===== config.mk =====
export PLATFORM = sky130hd
export DESIGN_NAME = manual_subtractor10_flat
export DESIGN_NICKNAME = d
export VERILOG_FILES = /design/src/rtl/manual_subtractor10_if.sv /design/src/rtl/manual_subtractor10.sv /design/src/flat_wrapper.sv
export SDC_FILE = /design/constraint.sdc
export NUM_CORES = 1
export LEC_CHECK = 0
export ABC_CLOCK_PERIOD_IN_PS = 8800
export CAP_MARGIN = 10
export CORE_MARGIN = 5
export CORE_UTILIZATION = 31
export CTS_CLUSTER_DIAMETER = 100
export DETAILED_ROUTE_END_ITERATION = 6
export SETUP_SLACK_MARGIN = 0.05
export SLEW_MARGIN = 20
export SYNTH_ARGS = -nofsm -noshare
export SYNTH_HDL_FRONTEND = slang
export SYNTH_SLANG_ARGS = --single-unit

===== constraint.sdc =====
create_clock -name clk -period 8.8 [get_ports clk]
set_input_delay 1.76 -clock clk [delete_from_list [all_inputs] [get_ports clk]]
set_output_delay 1.76 -clock clk [all_outputs]
set_load 0.005 [all_outputs]

===== src/rtl/manual_subtractor10_if.sv =====
// Front-panel bundle for the manual subtractor: raw button and enable in,
// registered count, reload pulse and three active-low 7-segment digits out.
interface manual_subtractor10_if;
  logic       buttonM;
  logic       selec;
  logic [7:0] count;
  logic       count_reached;
  logic [6:0] seg_centenas;
  logic [6:0] seg_decenas;
  logic [6:0] seg_unidades;

  modport master (
    output buttonM, selec,
    input  count, count_reached, seg_centenas, seg_decenas, seg_unidades
  );

  modport slave (
    input  buttonM, selec,
    output count, count_reached, seg_centenas, seg_decenas, seg_unidades
  );
endinterface


===== src/rtl/manual_subtractor10.sv =====
// Manual down-counter: debounced button presses subtract STEP from the count,
// reload to START_VALUE after zero, and drive three registered 7-segment digits.
module manual_subtractor10 #(
  parameter int START_VALUE     = 150,
  parameter int STEP            = 10,
  parameter int DEBOUNCE_CYCLES = 500000
) (
  input logic            clk,
  input logic            reset,
  manual_subtractor10_if.slave bus
);

  localparam int         CNT_W   = $clog2(DEBOUNCE_CYCLES) + 1;
  localparam logic [7:0] START_V = 8'(START_VALUE);
  localparam logic [7:0] STEP_V  = 8'(STEP);
  localparam logic [CNT_W-1:0] DB_LAST = CNT_W'(DEBOUNCE_CYCLES - 1);

  typedef enum logic {HOLD, RUN} state_t;

  logic             r_sync1;
  logic             r_sync2;
  logic             r_db_level;
  logic             r_db_level_q;
  logic [CNT_W-1:0] r_db_cnt;
  logic             w_press;

  state_t     r_state;
  logic [7:0] r_count;
  logic       r_count_reached;

  function automatic logic [6:0] f_seg(input logic [3:0] digit);
    logic [6:0] seg;
    case (digit)
      4'd0:    seg = 7'b1000000;
      4'd1:    seg = 7'b1111001;
      4'd2:    seg = 7'b0100100;
      4'd3:    seg = 7'b0110000;
      4'd4:    seg = 7'b0011001;
      4'd5:    seg = 7'b0010010;
      4'd6:    seg = 7'b0000010;
      4'd7:    seg = 7'b1111000;
      4'd8:    seg = 7'b0000000;
      4'd9:    seg = 7'b0010000;
      default: seg = 7'b1111111;
    endcase
    return seg;
  endfunction

  // Two-flop synchronizer, then a level is accepted only after it has been
  // stable for DEBOUNCE_CYCLES consecutive cycles.
  always_ff @(posedge clk or posedge reset) begin
    if (reset) begin
      r_sync1      <= 1'b0;
      r_sync2      <= 1'b0;
      r_db_level   <= 1'b0;
      r_db_level_q <= 1'b0;
      r_db_cnt     <= '0;
    end else begin
      r_sync1      <= bus.buttonM;
      r_sync2      <= r_sync1;
      r_db_level_q <= r_db_level;
      if (r_sync2 == r_db_level) begin
        r_db_cnt <= '0;
      end else if (r_db_cnt == DB_LAST) begin
        r_db_level <= r_sync2;
        r_db_cnt   <= '0;
      end else begin
        r_db_cnt <= r_db_cnt + 1'b1;
      end
    end
  end

  assign w_press = r_db_level & ~r_db_level_q;

  // Deasserting selec overrides everything, including a coincident press.
  always_ff @(posedge clk or posedge reset) begin
    if (reset) begin
      r_state         <= HOLD;
      r_count         <= START_V;
      r_count_reached <= 1'b0;
    end else begin
      r_count_reached <= 1'b0;
      if (!bus.selec) begin
        r_state <= HOLD;
        r_count <= START_V;
      end else begin
        case (r_state)
          HOLD: begin
            r_state <= RUN;
            r_count <= START_V;
          end
          RUN: begin
            if (w_press) begin
              if (r_count == 8'd0) begin
                r_count         <= START_V;
                r_count_reached <= 1'b1;
              end else if (r_count < STEP_V) begin
                r_count <= 8'd0;
              end else begin
                r_count <= r_count - STEP_V;
              end
            end
          end
          default: r_state <= HOLD;
        endcase
      end
    end
  end

  assign bus.count         = r_count;
  assign bus.count_reached = r_count_reached;

  // Digit 0 = hundreds, 1 = tens, 2 = units; no leading-zero blanking.
  genvar gi;
  generate
    for (gi = 0; gi < 3; gi++) begin : g_digit
      localparam int DIV = (gi == 0) ? 100 : ((gi == 1) ? 10 : 1);
      logic [3:0] w_digit;
      logic [6:0] r_seg;

      assign w_digit = 4'((32'(r_count) / DIV) % 10);

      always_ff @(posedge clk or posedge reset) begin
        if (reset) begin
          r_seg <= f_seg(4'((START_VALUE / DIV) % 10));
        end else begin
          r_seg <= f_seg(w_digit);
        end
      end
    end
  endgenerate

  assign bus.seg_centenas = g_digit[0].r_seg;
  assign bus.seg_decenas  = g_digit[1].r_seg;
  assign bus.seg_unidades = g_digit[2].r_seg;

endmodule

===== src/flat_wrapper.sv =====
// flat-port wrapper written by rule: the top's interface ports become plain ports
module manual_subtractor10_flat 
#(
  parameter int START_VALUE     = 150,
  parameter int STEP            = 10,
  parameter int DEBOUNCE_CYCLES = 500000
)
  (clk, reset, bus_buttonM, bus_selec, bus_count, bus_count_reached, bus_seg_centenas, bus_seg_decenas, bus_seg_unidades);
  manual_subtractor10_if bus_i ();
  input logic clk;
  input logic reset;
  input wire logic [$bits(bus_i.buttonM)-1:0] bus_buttonM;
  input wire logic [$bits(bus_i.selec)-1:0] bus_selec;
  output wire logic [$bits(bus_i.count)-1:0] bus_count;
  output wire logic [$bits(bus_i.count_reached)-1:0] bus_count_reached;
  output wire logic [$bits(bus_i.seg_centenas)-1:0] bus_seg_centenas;
  output wire logic [$bits(bus_i.seg_decenas)-1:0] bus_seg_decenas;
  output wire logic [$bits(bus_i.seg_unidades)-1:0] bus_seg_unidades;
  assign bus_i.buttonM = bus_buttonM;
  assign bus_i.selec = bus_selec;
  assign bus_count = bus_i.count;
  assign bus_count_reached = bus_i.count_reached;
  assign bus_seg_centenas = bus_i.seg_centenas;
  assign bus_seg_decenas = bus_i.seg_decenas;
  assign bus_seg_unidades = bus_i.seg_unidades;
  manual_subtractor10 #(.START_VALUE(START_VALUE), .STEP(STEP), .DEBOUNCE_CYCLES(DEBOUNCE_CYCLES)) u_core (.clk(clk), .reset(reset), .bus(bus_i));
endmodule

Word-level counts from Yosys, hierarchy flattened
Memory sizes are Yosys's and may differ from the RTL's. A register that Yosys moved wholly into a read port is not among the register bits.
Cells that the tools add are included.
Storage, ports and cells
  bits in registers: 34
  memory bits (read-only): 336
  input port bits: 4
  output and inout bits: 30
  logic and storage cells: 40
  memories kept: 3
Cells by class
  add/subtract/negate cells: 2
  div/mod/pow operators: 5
  $lt $le $gt $ge: 1
  eq/ne operators: 3
  muxes and demuxes: 12
  bitwise operators: 4
  reduce and logical (&&, ||, !) cells: 2
Memory list
  (no name shown): depth 16, bits a word 7, rd ports 1, clocked after memory_dff 1, wr ports 0, RTL line manual_subtractor10.sv:33  | case (digit)
  (no name shown): depth 16, bits a word 7, rd ports 1, clocked after memory_dff 1, wr ports 0, RTL line manual_subtractor10.sv:33
  (no name shown): depth 16, bits a word 7, rd ports 1, clocked after memory_dff 1, wr ports 0, RTL line manual_subtractor10.sv:33
Operators with widths (count)
  32-bit by 4-bit remainder unit with 32-bit output (second input constant): 2
  20-bit two-way mux: 2
  8-bit by 4-bit divider with 32-bit output (second input constant): 1
  8-bit by 7-bit divider with 32-bit output (second input constant): 1
  8-bit by 4-bit remainder unit with 32-bit output (second input constant): 1
  8-bit two-way mux: 4
  20-bit by 1-bit adder with 20-bit output (second input constant): 1
  20-bit by 19-bit == test with 1-bit output (second input constant): 1
  8-bit case mux with 2 select lines: 1
  8-bit logical NOT: 1
  8-bit by 4-bit less-than comparator with 1-bit output (second input constant): 1
  8-bit by 4-bit subtractor with 8-bit output (second input constant): 1
  1-bit two-way mux: 5
  3-bit by 2-bit inequality test with 1-bit output (second input constant): 1
  1-bit NOT: 3
  2-bit AND reduction: 1
  1-bit AND: 1
  1-bit == test: 1

Longest topological paths before layout
Gate-level depths: netlist of run 1.
  word-level depth: 6
  depth in mapped cells: 28
  depth with buffers taken out: 26

Worst setup path after synthesis of run 1
No wires, ideal clock.
  path type: flip-flop to flip-flop
  from: reg u_core.r_count[1], in the netlist u_core.bus.count[1]
  to: reg u_core.g_digit[1].r_seg[6], in the netlist u_core.bus.seg_decenas[6]
  setup time: 140 ps
  arrival: 6643 ps
  required time: 8660 ps
  slack: 2017 ps
  stages on the path, launching flop included: 25
  path buffers: 2
  period minus slack after synthesis: 6783 ps
  path through: dfstp_2 > clkbuf_1 > inv_1 > ha_1 > nor4b_2 > o21bai_1 > ha_1 > and3b_1 > o2111ai_1 > nand3_4 > inv_4 > a31oi_2 > o311ai_2 > or3_1 > buf_6 > a311o_1 > o31a_1 > o31a_1 > a211o_1 > a211o_1 > and2_1 > ha_1 > or4_4 > o311ai_4 > a221oi_1
On the way
  longest elaborated chain between the ends: 2
RTL lines
  start, declared: RTL line manual_subtractor10.sv:28  | logic [7:0] r_count;
  start signal, assigned: RTL line manual_subtractor10.sv:100  | r_count <= r_count - STEP_V;
  8-bit by 4-bit divider with 32-bit output: RTL line manual_subtractor10.sv:121  | assign w_digit = 4'((32'(r_count) / DIV) % 10);
  32-bit by 4-bit remainder unit with 32-bit output: RTL line manual_subtractor10.sv:121
  end, declared: RTL line manual_subtractor10.sv:119  | logic [6:0] r_seg;
Every way passes these cells.
A chain may end at the register's enable or synchronous reset.

Worst setup path in the final report of run 1
Ends and elaborated chain as after synthesis.

==> results of run 1 <==
[flip-flops by register name (all words and copies together), names as in the netlist]
register and count:
u_core.r_sync1 1, u_core.bus.count_reached 1, u_core.r_db_cnt 20, u_core.r_state 1
u_core.bus.count 7, u_core.r_db_level_q 1, u_core.bus.seg_unidades 7, u_core.bus.seg_centenas 5
u_core.bus.seg_decenas 7, u_core.r_db_level 1, u_core.r_sync2 1
[how the worst max path moves through the flow]
stage	slack, ns	from	depth (start not counted)	to
floorplan	2.02	u_core.bus.count[1]	24	u_core.bus.seg_decenas[6]
global placement	1.81	u_core.bus.count[1]	22	u_core.bus.seg_decenas[6]
detailed placement	1.53	u_core.bus.count[1]	22	u_core.bus.seg_decenas[6]
CTS	1.51	u_core.bus.count[1]	22	u_core.bus.seg_decenas[6]
global route	0.89	u_core.bus.count[1]	22	u_core.bus.seg_decenas[3]
finish	1.49	u_core.bus.count[1]	22	u_core.bus.seg_decenas[6]
[cells by family after synthesis]
| logic type | count (synthesis) | share of synthesized area (%) |
|---|---|---|
| fa+ha+maj | 16 | 4.896 |
| buf+inv | 52 | 6.151 |
| other cells | 1 | 0.09171 |
| xor+xnor | 29 | 6.212 |
| mux | 13 | 3.611 |
| compound gates | 128 | 23.41 |
| flops | 52 | 32.16 |
| simple gates | 191 | 23.47 |
[layer usage]
layer	wire (um)	track usage, %
met5	0	0
met3	389	1.801
met4	138	3.827
met1	4402	16.43
met2	4847	21.56
[cell type report]
type                       count  share of cell area [%]
timing repair buffer          34                   7.143
clock buffer                   6                   2.766
multi-input combinational    379                   54.22
sequential                    52                   28.22
tap                          176                   4.726
clock inverter                 2                  0.7519
inverter                      26                   2.175
[cells in the mapped netlist (6+ instances only)]
cell type | number | area [um2]
o21ai_0 | 19 | 95.09
xnor2_1 | 17 | 148.9
nor3_1 | 10 | 50.05
clkbuf_1 | 9 | 33.78
nor2_1 | 67 | 251.5
mux2i_1 | 8 | 80.08
dfrtp_1 | 41 | 1026
a21oi_1 | 24 | 120.1
nand4_1 | 10 | 62.56
or3_1 | 6 | 37.54
nand2_1 | 32 | 120.1
dfstp_2 | 11 | 289.0
a221oi_1 | 6 | 52.55
o21ai_1 | 9 | 45.04
nand3_1 | 21 | 105.1
inv_1 | 23 | 86.33
ha_1 | 16 | 200.2
nand2b_1 | 9 | 56.30
nor2b_1 | 10 | 62.56
xor2_1 | 12 | 105.1
[worst max-delay path: stages, from the launching register on]
cell	delay [ns]
dfstp_2	0.68
inv_1	0.17
ha_1	0.30
nor4b_2	0.48
o21bai_1	0.12
ha_1	0.37
and3b_1	0.28
o2111ai_1	0.20
nand3_4	0.24
inv_4	0.09
a31oi_2	0.27
o311ai_2	0.21
or3_1	0.57
a311o_1	0.50
o31a_1	0.32
o31a_1	0.29
a211o_1	0.34
a211o_1	0.32
and2_1	0.16
ha_1	0.41
or4_4	0.59
o311ai_4	0.12
a221oi_1	0.14
[stage by stage]
stage                     hold slack [ns]  cells  instance area, um2
after floorplan                    0.3312    483                4093
after global placement             0.3462    667                4494
after detailed placement           0.3562    667                4494
after CTS                          0.3659    675                4658
after global routing               0.3674    675                4659
final                              0.3618    675                4659
[where the power goes]
part,internal (mW),switching (mW),total [mW],leakage (nW)
combinational,0.0452,0.0510,0.0962,1.05
clock,0.134,0.0829,0.217,0.0808
sequential,0.254,0.00916,0.263,0.670
total,0.433,0.143,0.576,1.80
==> impl_results.md, run 1 <==
- Outcome: finished clean
- Fin. Hold Viols: 0
- Hpwl dp: 7.249 mm
- P&R area growth vs syn: 13.95%
- Tot GR Track Use: 12.59%
- Max Clock Freq: 0.1368 GHz
- Routed wire length: 9.777 mm
- Syn. warnings: 0
- Die footprint: 15590 um2
- Vias: 3598
- Tightest Pin Transition: 0.8710 ns
- Max-slew violations: 0
- First-pass GRT wire length: 16.79 mm
- End of the worst hold path: u_core.r_sync2
- Die X: 124.9 um
- Final setup fails: 0
- Hold path startpoint: u_core.r_sync1
- Final ANT Viol Nets: 0
- Die Height: 124.9 um
- Final #Nets: 518
- Crit-path max FO: 14
- Starting DRT DRC Count: 274
- MaxCap Viol Count: 0
- R2r startpoint: u_core.bus.count[1]
- CTS H-Tree Depth: 2
- CTS max path bufs: 2
- TritonCTS Buffers: 5
- Worst-path clk slew: 0.06 ns
- Setup crit end kind: flip-flop
- Skew-Pair Late Insertion Delay: 0.29 ns
- Final GP Congestion: 0.9272
- # fillers: 1311
- Reg2Reg Setup Slack: 1.49 ns
- Crit path required time: 8.96 ns
- # DRC: 0
- RSZ-0062 raised after global routing: no
- Vias in the first global route: 3463
- Power per standard cell area: 123.6 nW/um2
- Syn Area/Cell: 8.483 um2
- Seq cells post-synth: 52
- Worst VDD drop: 0.07146 mV
- Core Area: 13090 um2
- Post-CTS Resized: 0
- Worst reg2reg path endpoint: u_core.bus.seg_decenas[6]
- CTS Hold Bufs: 0
- Mapped Area: 4089 um2
- Most common cell after layout, fill and taps aside: nor2_1
- Pre-antenna DRT Iters: 5
- EDFF count, synth: 0
- Post-CTS setup buffers: 0
- Post-layout util: 35.61%
- Detail-routed net length per standard cell: 14.48 um
- Root buf cell: clkbuf_16
- IO Port Bufs: 31
- P_leak: 1.805 nW
- Ant. Diodes: 0
- Gr ovfl total: 0
- Max-slew headroom: 41.86%
- Total power draw: 0.5761 mW
- CTS tree: built
- Initial core utilization: 31.25%
- Worst setup margin: 1.488 ns
- Post-synthesis sequential area ratio: 32.16%
- Period utilization: 83.09%
- Setup WS pre-CTS: 1.534 ns
- CP Launch Type: flip-flop
- Initial antenna violation count: 0
- Post-route setup TNS: 0 ns
- # clock sinks: 52
- Top Ports: 34
- Post-synthesis cell type count: 78
- Largest net degree at the start of global routing: 53
- FP Rows: 42
- Post-route minimum period: 7.312 ns
- Clock Skews: 0.004026 ns
- Worst hold stages: 0
- Hold Path Class: reg -> reg
- Cells after synthesis: 482
- Vias per Instance: 5.330
- Commonest cells after routing, fill and taps aside: nor2_1 (67), dfrtp_1 (41), nand2_1 (32)
- WS Path Type: reg -> reg
- Seq. cell area: 1315 um2
- R2r worst-path depth: 22
- Footprint of the multi-input gates: 2526 um2
- Worst Path Arrival: 7.47 ns
- Share of layout cells above drive strength 1: 9.619%
- Ys flop type: dfrtp_1
- Async SR Flop Fraction: 100.0%
Note: power is estimated with default switching activity, not from simulation.
==> run 2: changes to the inputs <==
--- a/config.mk
+++ b/config.mk
@@ -5,7 +5,7 @@
 export SDC_FILE = /design/constraint.sdc
 export NUM_CORES = 1
 export LEC_CHECK = 0
-export ABC_CLOCK_PERIOD_IN_PS = 8800
+export ABC_CLOCK_PERIOD_IN_PS = 6700
 export CAP_MARGIN = 10
 export CORE_MARGIN = 5
 export CORE_UTILIZATION = 31
==> constraint.sdc (replaced) <==
create_clock -name clk -period 6.7 [get_ports clk]
set_input_delay 1.34 -clock clk [delete_from_list [all_inputs] [get_ports clk]]
set_output_delay 1.34 -clock clk [all_outputs]
set_load 0.005 [all_outputs]
==> impl_results.md, run 2 (synthesis results as in run 1) <==
- Outcome: finished clean
- Vias in the first global route: 3513
- Routed wire length: 10.18 mm
- Max-slew violations: 0
- Vias per Instance: 5.377
- Commonest cells after routing, fill and taps aside: nor2_1 (66), dfrtp_1 (41), nand2_1 (32)
- # DRC: 0
- # fillers: 1288
- Detail-routed net length per standard cell: 14.75 um
- CTS max path bufs: 2
- Setup crit end kind: flip-flop
- CTS Hold Bufs: 0
- Pre-antenna DRT Iters: 6
- Core Area: 13090 um2
- Largest net degree at the start of global routing: 53
- MaxCap Viol Count: 0
- Final ANT Viol Nets: 0
- R2r startpoint: u_core.bus.count[1]
- Post-route minimum period: 6.283 ns
- Die X: 124.9 um
- Post-route setup TNS: 0 ns
- Final setup fails: 0
- Final instance area: 4810 um2
- Die footprint: 15590 um2
- Root buf cell: clkbuf_16
- Dpl cell area: 4601 um2
- IO Port Bufs: 31
- Final #Nets: 533
- Tightest Pin Transition: 0.8818 ns
- R2r worst-path depth: 22
- Max reg flops: 20
- Worst Path Arrival: 6.44 ns
- CP Launch Type: flip-flop
- Worst VDD drop: 0.1022 mV
- Starting DRT DRC Count: 419
- Crit path required time: 6.86 ns
- Seq. cell area: 1315 um2
- # clock sinks: 52
- Power per standard cell area: 157.5 nW/um2
- Top Ports: 34
- TritonCTS Buffers: 5
- Hpwl dp: 7.455 mm
- CTS tree: built
- Fin. Hold Viols: 0
- Biggest register: u_core.r_db_cnt
- Crit-path max FO: 9
- Footprint of the multi-input gates: 2564 um2
- Most common cell after layout, fill and taps aside: nor2_1
- First-pass GRT wire length: 17.42 mm
- Skew-Pair Late Insertion Delay: 0.29 ns
- CTS H-Tree Depth: 2
- Share of layout cells above drive strength 1: 12.65%
- Worst reg2reg path endpoint: u_core.bus.seg_decenas[6]
- Ant. Diodes: 0
- Vias: 3710
- Period utilization: 93.77%
- Die Height: 124.9 um
- WS Path Type: reg -> reg
- Gr ovfl total: 0
- Tot GR Track Use: 12.98%
- RSZ-0062 raised after global routing: no
- Max-slew headroom: 41.14%
- Max Clock Freq: 0.1592 GHz
- Hold Path Class: reg -> reg
- P&R area growth vs syn: 17.63%
- FP Rows: 42
- Initial core utilization: 31.25%
- Hold path startpoint: u_core.r_sync1
- Worst-path clk slew: 0.06 ns
- Initial antenna violation count: 0
- Worst hold stages: 0
- Final GP Congestion: 0.9614
- Clock Skews: 0.005326 ns
- Reg2Reg Setup Slack: 0.42 ns
- P_leak: 1.878 nW
- End of the worst hold path: u_core.r_sync2
## run 2: worst max-delay path by stage
stage                         from                   endpoint  slack (ns)  cells past startpoint
5_1_grt        u_core.bus.count[1]  u_core.bus.seg_decenas[0]        0.04                     23
3_3_place_gp   u_core.bus.count[2]  u_core.bus.seg_decenas[6]        0.32                     22
2_1_floorplan  u_core.bus.count[1]  u_core.bus.seg_decenas[6]        0.10                     24
3_5_place_dp   u_core.bus.count[2]  u_core.bus.seg_decenas[6]        0.17                     22
4_1_cts        u_core.bus.count[2]  u_core.bus.seg_decenas[6]        0.15                     22
6_report       u_core.bus.count[1]  u_core.bus.seg_decenas[6]        0.42                     22
## run 2: timing repair
action | 4_1_cts | 5_1_grt
setup endpoints to repair | 0 | 7
resized for setup | 0 | 4
buffers inserted | 0 | 2
## run 2: metal layers
layer	track usage (%)	vias to the layer above	wire length [um]
met4	4.273	0	249
met5	0	-	0
met3	1.501	23	556
li1	-	1799	-
met1	16.86	1749	4383
met2	22.46	139	4987
## run 2: layout make-up
type | instances | area share, %
inverters | 26 | 2.107
clock buffers | 6 | 2.680
flip-flops and latches | 52 | 27.34
clock inverters | 2 | 0.7284
repair buffers | 49 | 9.261
multi-input cells | 379 | 53.30
well taps | 176 | 4.579
## run 2: per-stage QoR
step | std cells | setup slack (ns) | power, mW | hold slack (ns) | util, %
3_3_place_gp | 680 | 0.3194 | 0.4811 | 0.3414 | 35.16
2_1_floorplan | 483 | 0.1034 | 0.4290 | 0.3312 | -
6_report | 690 | 0.4172 | 0.7576 | 0.3498 | 36.76
4_1_cts | 688 | 0.1459 | 0.7689 | 0.3488 | 36.41
3_5_place_dp | 680 | 0.1713 | 0.4825 | 0.3373 | 35.16
5_1_grt | 690 | 0.04239 | 0.7967 | 0.3718 | 36.76
## run 2: power by group
part	switching (mW)	internal, mW	total [mW]
combinational	0.0719	0.0629	0.135
sequential	0.00670	0.334	0.340
clock	0.107	0.176	0.282
total	0.185	0.572	0.758
## run 2: critical path: stages, from the launching register on
cell and delay, ns:
dfstp_2 0.53, inv_1 0.07, ha_1 0.29, nor4b_4 0.30, o21bai_1 0.09, ha_1 0.37
and3b_1 0.29, o2111ai_1 0.18, nand3_4 0.17, inv_4 0.08, a31oi_4 0.24, o311ai_4 0.17
or3_1 0.43, a311o_1 0.40, o31a_1 0.30, o31a_1 0.30, a211o_1 0.34, a211o_1 0.31
and2_1 0.16, ha_1 0.32, or4_4 0.56, o311ai_4 0.11, a221oi_1 0.13
==> run 3: changes to the inputs <==
--- a/config.mk
+++ b/config.mk
@@ -6,11 +6,11 @@
 export NUM_CORES = 1
 export LEC_CHECK = 0
 export ABC_CLOCK_PERIOD_IN_PS = 6700
-export CAP_MARGIN = 10
 export CORE_MARGIN = 5
 export CORE_UTILIZATION = 31
 export CTS_CLUSTER_DIAMETER = 100
 export DETAILED_ROUTE_END_ITERATION = 6
+export HOLD_SLACK_MARGIN = 0.08
 export SETUP_SLACK_MARGIN = 0.05
 export SLEW_MARGIN = 20
 export SYNTH_ARGS = -nofsm -noshare
==> results of run 3 <==
Final layout, timing and power as in run 2 (identical DEF).
